### src/rtl/synapse_access_arbiter_pkg.sv
// rtl/synapse_access_arbiter_pkg.sv - shared types for the synaptic weight RAM arbiter
package synapse_access_arbiter_pkg;

  // Phase of the single outstanding access; each name matches the cycle its outputs are visible
  typedef enum logic [1:0] {
    ST_ARB,
    ST_ACCESS,
    ST_WAIT,
    ST_RESP
  } arb_state_t;

  // Which requester owns the access in flight
  typedef enum logic {
    OWN_HOST,
    OWN_SPK
  } owner_t;

  // Response codes carried on the *_rsp_err outputs
  localparam logic RSP_OKAY = 1'b0;
  localparam logic RSP_ERR  = 1'b1;

endpackage

### src/rtl/synapse_arb_select.sv
// rtl/synapse_arb_select.sv - spike-priority grant function with host-starvation burst counter
module synapse_arb_select #(
  parameter int MAX_SPIKE_BURST = 4,
  parameter int CNT_W           = $clog2(MAX_SPIKE_BURST + 1)
) (
  input  logic clk,
  input  logic rst_n,
  input  logic host_valid,
  input  logic spk_valid,
  input  logic arb_en,
  output logic grant_host,
  output logic grant_spk
);

  localparam logic [CNT_W-1:0] BURST_MAX = CNT_W'(MAX_SPIKE_BURST);

  logic [CNT_W-1:0] burst_cnt;
  logic             host_starved;

  // Spike wins unless the host has already watched MAX_SPIKE_BURST spike grants go by
  always_comb begin
    host_starved = host_valid && (burst_cnt == BURST_MAX);
    grant_spk    = spk_valid && !host_starved;
    grant_host   = host_valid && !grant_spk;
  end

  // Count spike grants taken while the host waits; any other grant clears the count
  always_ff @(posedge clk) begin
    if (!rst_n) begin
      burst_cnt <= '0;
    end else if (arb_en && (grant_spk || grant_host)) begin
      if (grant_spk && host_valid) begin
        burst_cnt <= (burst_cnt == BURST_MAX) ? burst_cnt : burst_cnt + 1'b1;
      end else begin
        burst_cnt <= '0;
      end
    end
  end

endmodule

### src/rtl/synapse_access_arbiter.sv
// rtl/synapse_access_arbiter.sv - shares the single-port synaptic weight RAM between host and spike engine
module synapse_access_arbiter #(
  parameter int NUM_SYNAPSES    = 207,
  parameter int ADDR_W          = 8,
  parameter int WEIGHT_W        = 16,
  parameter int TAG_W           = 8,
  parameter int MAX_SPIKE_BURST = 4
) (
  input  logic                clk,
  input  logic                rst_n,
  input  logic                host_req_valid,
  output logic                host_req_ready,
  input  logic                host_req_we,
  input  logic [ADDR_W-1:0]   host_req_addr,
  input  logic [WEIGHT_W-1:0] host_req_wdata,
  output logic                host_rsp_valid,
  input  logic                host_rsp_ready,
  output logic [WEIGHT_W-1:0] host_rsp_rdata,
  output logic                host_rsp_err,
  input  logic                spk_req_valid,
  output logic                spk_req_ready,
  input  logic [ADDR_W-1:0]   spk_req_addr,
  input  logic [TAG_W-1:0]    spk_req_tag,
  output logic                spk_rsp_valid,
  input  logic                spk_rsp_ready,
  output logic [WEIGHT_W-1:0] spk_rsp_weight,
  output logic [TAG_W-1:0]    spk_rsp_tag,
  output logic                spk_rsp_err,
  output logic                mem_en,
  output logic                mem_we,
  output logic [ADDR_W-1:0]   mem_addr,
  output logic [WEIGHT_W-1:0] mem_wdata,
  input  logic [WEIGHT_W-1:0] mem_rdata
);

  import synapse_access_arbiter_pkg::*;

  localparam logic [ADDR_W:0] ADDR_LIMIT = (ADDR_W + 1)'(NUM_SYNAPSES);

  arb_state_t          state, state_nx;
  owner_t              owner, owner_nx;
  logic                lat_we, lat_we_nx;
  logic [ADDR_W-1:0]   lat_addr, lat_addr_nx;
  logic [WEIGHT_W-1:0] lat_wdata, lat_wdata_nx;
  logic [TAG_W-1:0]    lat_tag, lat_tag_nx;
  logic                lat_err, lat_err_nx;

  logic                host_req_ready_nx, spk_req_ready_nx;
  logic                mem_en_nx, mem_we_nx;
  logic [ADDR_W-1:0]   mem_addr_nx;
  logic [WEIGHT_W-1:0] mem_wdata_nx;
  logic                host_rsp_valid_nx, host_rsp_err_nx;
  logic [WEIGHT_W-1:0] host_rsp_rdata_nx;
  logic                spk_rsp_valid_nx, spk_rsp_err_nx;
  logic [WEIGHT_W-1:0] spk_rsp_weight_nx;
  logic [TAG_W-1:0]    spk_rsp_tag_nx;

  logic                accepted, rsp_done, arb_en, in_range, issue_rsp;
  logic                grant_host, grant_spk;
  logic [WEIGHT_W-1:0] rsp_data;

  // An ARB cycle with a ready pulse showing is the acceptance cycle, not a fresh arbitration slot
  assign accepted = host_req_ready || spk_req_ready;
  assign rsp_done = (host_rsp_valid && host_rsp_ready) || (spk_rsp_valid && spk_rsp_ready);
  assign arb_en   = ((state == ST_ARB) && !accepted) || ((state == ST_RESP) && rsp_done);
  assign in_range = ({1'b0, lat_addr} < ADDR_LIMIT);

  synapse_arb_select #(
    .MAX_SPIKE_BURST (MAX_SPIKE_BURST)
  ) u_select (
    .clk        (clk),
    .rst_n      (rst_n),
    .host_valid (host_req_valid),
    .spk_valid  (spk_req_valid),
    .arb_en     (arb_en),
    .grant_host (grant_host),
    .grant_spk  (grant_spk)
  );

  // Next state and next values of every registered output
  always_comb begin
    state_nx          = state;
    owner_nx          = owner;
    lat_we_nx         = lat_we;
    lat_addr_nx       = lat_addr;
    lat_wdata_nx      = lat_wdata;
    lat_tag_nx        = lat_tag;
    lat_err_nx        = lat_err;
    host_req_ready_nx = 1'b0;
    spk_req_ready_nx  = 1'b0;
    mem_en_nx         = 1'b0;
    mem_we_nx         = 1'b0;
    mem_addr_nx       = mem_addr;
    mem_wdata_nx      = mem_wdata;
    host_rsp_valid_nx = host_rsp_valid;
    host_rsp_rdata_nx = host_rsp_rdata;
    host_rsp_err_nx   = host_rsp_err;
    spk_rsp_valid_nx  = spk_rsp_valid;
    spk_rsp_weight_nx = spk_rsp_weight;
    spk_rsp_tag_nx    = spk_rsp_tag;
    spk_rsp_err_nx    = spk_rsp_err;
    issue_rsp         = 1'b0;
    rsp_data          = '0;

    case (state)
      ST_ARB: begin
        if (accepted) begin
          state_nx = ST_ACCESS;
          if (in_range) begin
            mem_en_nx    = 1'b1;
            mem_we_nx    = lat_we;
            mem_addr_nx  = lat_addr;
            mem_wdata_nx = lat_wdata;
            lat_err_nx   = RSP_OKAY;
          end else begin
            lat_err_nx   = RSP_ERR;
          end
        end
      end
      ST_ACCESS: begin
        state_nx  = lat_we ? ST_RESP : ST_WAIT;
        issue_rsp = lat_we;
      end
      ST_WAIT: begin
        state_nx  = ST_RESP;
        issue_rsp = 1'b1;
      end
      ST_RESP: begin
        if (rsp_done) begin
          host_rsp_valid_nx = 1'b0;
          spk_rsp_valid_nx  = 1'b0;
          state_nx          = ST_ARB;
        end
      end
      default: state_nx = ST_ARB;
    endcase

    if (issue_rsp) begin
      rsp_data = (lat_we || lat_err) ? '0 : mem_rdata;
      if (owner == OWN_HOST) begin
        host_rsp_valid_nx = 1'b1;
        host_rsp_rdata_nx = rsp_data;
        host_rsp_err_nx   = lat_err;
      end else begin
        spk_rsp_valid_nx  = 1'b1;
        spk_rsp_weight_nx = rsp_data;
        spk_rsp_tag_nx    = lat_tag;
        spk_rsp_err_nx    = lat_err;
      end
    end

    if (arb_en && grant_spk) begin
      spk_req_ready_nx = 1'b1;
      owner_nx         = OWN_SPK;
      lat_we_nx        = 1'b0;
      lat_addr_nx      = spk_req_addr;
      lat_wdata_nx     = '0;
      lat_tag_nx       = spk_req_tag;
    end else if (arb_en && grant_host) begin
      host_req_ready_nx = 1'b1;
      owner_nx          = OWN_HOST;
      lat_we_nx         = host_req_we;
      lat_addr_nx       = host_req_addr;
      lat_wdata_nx      = host_req_wdata;
      lat_tag_nx        = '0;
    end
  end

  // State, latched request and registered outputs; reset drops any access in flight
  always_ff @(posedge clk) begin
    if (!rst_n) begin
      state          <= ST_ARB;
      owner          <= OWN_HOST;
      lat_we         <= 1'b0;
      lat_addr       <= '0;
      lat_wdata      <= '0;
      lat_tag        <= '0;
      lat_err        <= RSP_OKAY;
      host_req_ready <= 1'b0;
      spk_req_ready  <= 1'b0;
      mem_en         <= 1'b0;
      mem_we         <= 1'b0;
      mem_addr       <= '0;
      mem_wdata      <= '0;
      host_rsp_valid <= 1'b0;
      host_rsp_rdata <= '0;
      host_rsp_err   <= 1'b0;
      spk_rsp_valid  <= 1'b0;
      spk_rsp_weight <= '0;
      spk_rsp_tag    <= '0;
      spk_rsp_err    <= 1'b0;
    end else begin
      state          <= state_nx;
      owner          <= owner_nx;
      lat_we         <= lat_we_nx;
      lat_addr       <= lat_addr_nx;
      lat_wdata      <= lat_wdata_nx;
      lat_tag        <= lat_tag_nx;
      lat_err        <= lat_err_nx;
      host_req_ready <= host_req_ready_nx;
      spk_req_ready  <= spk_req_ready_nx;
      mem_en         <= mem_en_nx;
      mem_we         <= mem_we_nx;
      mem_addr       <= mem_addr_nx;
      mem_wdata      <= mem_wdata_nx;
      host_rsp_valid <= host_rsp_valid_nx;
      host_rsp_rdata <= host_rsp_rdata_nx;
      host_rsp_err   <= host_rsp_err_nx;
      spk_rsp_valid  <= spk_rsp_valid_nx;
      spk_rsp_weight <= spk_rsp_weight_nx;
      spk_rsp_tag    <= spk_rsp_tag_nx;
      spk_rsp_err    <= spk_rsp_err_nx;
    end
  end

endmodule

### config.mk
export PLATFORM = sky130hd
export DESIGN_NAME = synapse_access_arbiter
export DESIGN_NICKNAME = d
export VERILOG_FILES = /design/src/rtl/synapse_access_arbiter_pkg.sv /design/src/rtl/synapse_arb_select.sv /design/src/rtl/synapse_access_arbiter.sv
export SDC_FILE = /design/constraint.sdc
export NUM_CORES = 1
export LEC_CHECK = 0
export CELL_PAD_IN_SITES_DETAIL_PLACEMENT = 1
export CELL_PAD_IN_SITES_GLOBAL_PLACEMENT = 2
export CORE_MARGIN = 2
export CORE_UTILIZATION = 25
export CTS_CLUSTER_DIAMETER = 200
export DETAILED_ROUTE_END_ITERATION = 10
export PLACE_DENSITY_LB_ADDON = 0.1
export SYNTH_ARGS = -nofsm -noshare
export SYNTH_HDL_FRONTEND = slang
export SYNTH_SLANG_ARGS = --single-unit
### constraint.sdc
create_clock -name clk -period 1.7 [get_ports clk]
set_clock_uncertainty 0.05 [all_clocks]
set_input_delay 0.17 -clock clk [delete_from_list [all_inputs] [get_ports clk]]
set_output_delay 0.17 -clock clk [all_outputs]
set_load 0.02 [all_outputs]
==> results.cfg <==
[status]
status = finished with violations
failing_checks = setup timing

[clocking]
cts_buffer_depth = 2
clk_pin_slew_ns = 0.08
cts_htree_levels = 3
cts-hold-fix-buffers = 0
clockRootBuffer = clkbuf_16
tritoncts = done
clk-insertion-delay-late_ns = 0.35
cts-buffers-inserted = 9
number_of_sinks_handled_by_clock_tree_synthesis = 112

[cells_and_area]
layout.cells.most_common = clkdlybuf4s50_1
num-nets-final = 634
areaGrowthSynthToFinish_pct = 58.2
drive_gt1_share_pct = 17.9
antenna-diode-count = 0
instances_no_fill = 785
final_cell_mix = clkdlybuf4s50_1 (131), dfxtp_1 (110), nand2_1 (58)
final_core_utilization_pct = 40.7

[sta]
finalSetupViolCount = 36
maxSlewViolCount = 0
worst_case_hold_slack_ns = 0.173
final.min_clock_period_ns = 1.81
setup_repair_after_global_routing_missed_its_margin = true
maxSlewHeadroom_pct = 58.0
fin_ws_ns = -0.107
setup_total_neg_slack_ns = -2.21
final-hold-violation-count = 0
max_slew.worst_pin.slew_ns = 0.629
fin_crit_sh_pct = 106
timing.fmax_mhz = 553

[drt]
first_pass_iters = 4
drcViolationCount = 0
detailedRoute.firstIterationViolations = 116
detail_route.wirelength_um = 13000
routed_wire_length_per_instance_um = 16.5
postRouteAntennaNets = 0
detail_route.vias_per_cell = 4.58
route.vias.total = 3596

[worst_setup_path]
critical_path_arrival_ns = 2.00
critical_path.endpoint_type = flop
criticalPathCategory = flop to flop
critPathMaxFanout = 10
cp_data_required_time_ns = 1.89
timing.critical_path.from_type = flop

[logic_synthesis]
synth-warning-count = 0
synth.top_cell.area_share_pct = 54.4
synthesis.area_per_instance_sq_um = 10.2
yosys_register_bits = 112
synth-seq-area-share_pct = 54.4
syn_area_sq_mm = 0.00412
synth.area.top_cells = dfxtp_1 (54%), a22o_1 (10%), a21boi_0 (8.2%)
syn_inst = 402
postSynthNetCount = 472
synth.lib_cells_used.distinct = 34
yosys.area.top_type = dfxtp_1

[die]
floorplan.core_area_sq_mm = 0.0160
fp.dieArea_sq_mm = 0.0175
die_w_um = 132
io_pins = 135
fp.dieH_um = 132
start_util_pct = 25.8
standard_cell_row_count = 46

[flow_run]
timing.max_cap.violations = 0

[global_route]
grt_pass1_vias = 3887
globalRouteMet3Util_pct = 3.84
globalRouteTotalUtil_pct = 14.6
globalRouteOverflowTotal = 0
global_route.peak_usage_layer = met2
maximum_number_of_pins_on_one_net_before_global_route_repair = 66
groute.layer.met2.usage_pct = 23.6
wire_length_of_the_first_global_routing_pass_um = 20300
number_of_antenna_violations_at_the_first_check_in_global_routing = 0
grt.met1_usage_pct = 18.7

[place]
io_buffer_count = 134
place.detailed.instances = 759
place_congestion = 0.681
detailed_place_hpwl_um = 8490

[pwr]
static-leakage-power_nw = 2.36
power.ir.vdd_worst_mv = 0.538
power_density_mw_per_mm2 = 1180

[worst_hold_path]
hold_path_class = input port to flop
## sequential cells by signal, indices dropped and copies added (netlist names), 2 cells and up
signal	flops
host_rsp_rdata	16
lat_wdata	16
lat_tag	8
spk_rsp_weight	16
mem_wdata	16
spk_rsp_tag	8
lat_addr	8
u_select.burst_cnt	3
state	2
mem_addr	8
## layer usage
layer	wire length [um]	share of wire (%)	up-vias
li1	-	-	1777
met1	6120	47	1717
met3	708	5.5	11
met5	0	0	-
met4	164	1.3	0
met2	5950	46	91
## per-stage QoR
stage	area [sq um]	power, W	worst slack [ns]
after floorplan	4140	0.00422	-0.0792
after global placement	5930	0.00517	-0.173
after detailed placement	5930	0.00521	-0.224
after CTS	6410	0.00769	-0.111
after global routing	6520	0.00810	-0.178
final	6520	0.00768	-0.107
## worst paths after layout
check	startpoint	to	slack, ns	depth (start not counted)
max	state[0]	u_select.burst_cnt[2]	-0.11	7
min	rst_n	mem_en	0.17	3
max reg2reg	state[0]	u_select.burst_cnt[2]	-0.11	7
min reg2reg	spk_rsp_weight[12]	spk_rsp_weight[12]	0.40	2
## kinds of logic after synthesis
| family | after synthesis | share of synthesized area (%) |
|---|---|---|
| compound gates | 132 | 26.2 |
| simple gates | 116 | 12.9 |
| flops | 112 | 54.4 |
| buf+inv | 35 | 4.34 |
| fa+ha+maj | 7 | 2.13 |
## layout make-up
type | instances | area [sq um]
clock buffers | 9 | 225
clock inverters | 7 | 83.8
fillers | 1819 | 9480
inverters | 6 | 22.5
multi-input cells | 256 | 1860
flip-flops and latches | 112 | 2240
well taps | 216 | 270
repair buffers | 179 | 1810
## cell usage after synthesis
cell        n
a21boi_0   45
a21o_1      1
a21oi_1     5
a22o_1     49
a22oi_1     1
a32o_1      2
and2_1      1
and3_1      1
and3b_1     1
and4_1      1
buf_2       8
buf_4       4
buf_6       3
clkbuf_1   14
dfxtp_1   112
ha_1        7
inv_1       6
nand2_1    60
nand3_1    38
nand3b_1    1
nand4_1     2
nor2_1      6
nor2b_1     3
nor3b_2     1
o211ai_1    1
o21a_1     10
o21ai_0     3
o21ai_1     1
o21ai_2     1
o221a_2    10
o22ai_2     1
o311a_1     1
o31ai_1     1
or3b_4      1
## power by group
group,switching [W],internal (W),leakage [nW]
clock network,0.00105,0.00117,0.149
logic,0.00115,0.00122,1.30
registers,0.000178,0.00291,0.909
total,0.00238,0.00530,2.36
## worst max-delay path, stage by stage (launching register included)
cell and delay [ns]:
dfxtp_2 0.33, inv_2 0.07, ha_4 0.13, or3b_4 0.42, o22ai_4 0.19, buf_6 0.18
o31ai_2 0.08, a32o_1 0.25
## timing repair
action	in CTS	in global routing
resized for setup	41	24
setup buffers	5	1
gates cloned	3	3
hold endpoints to repair	0	0
pin swaps	8	9
setup endpoints to repair	64	106
(Power assumes the default switching activity.)
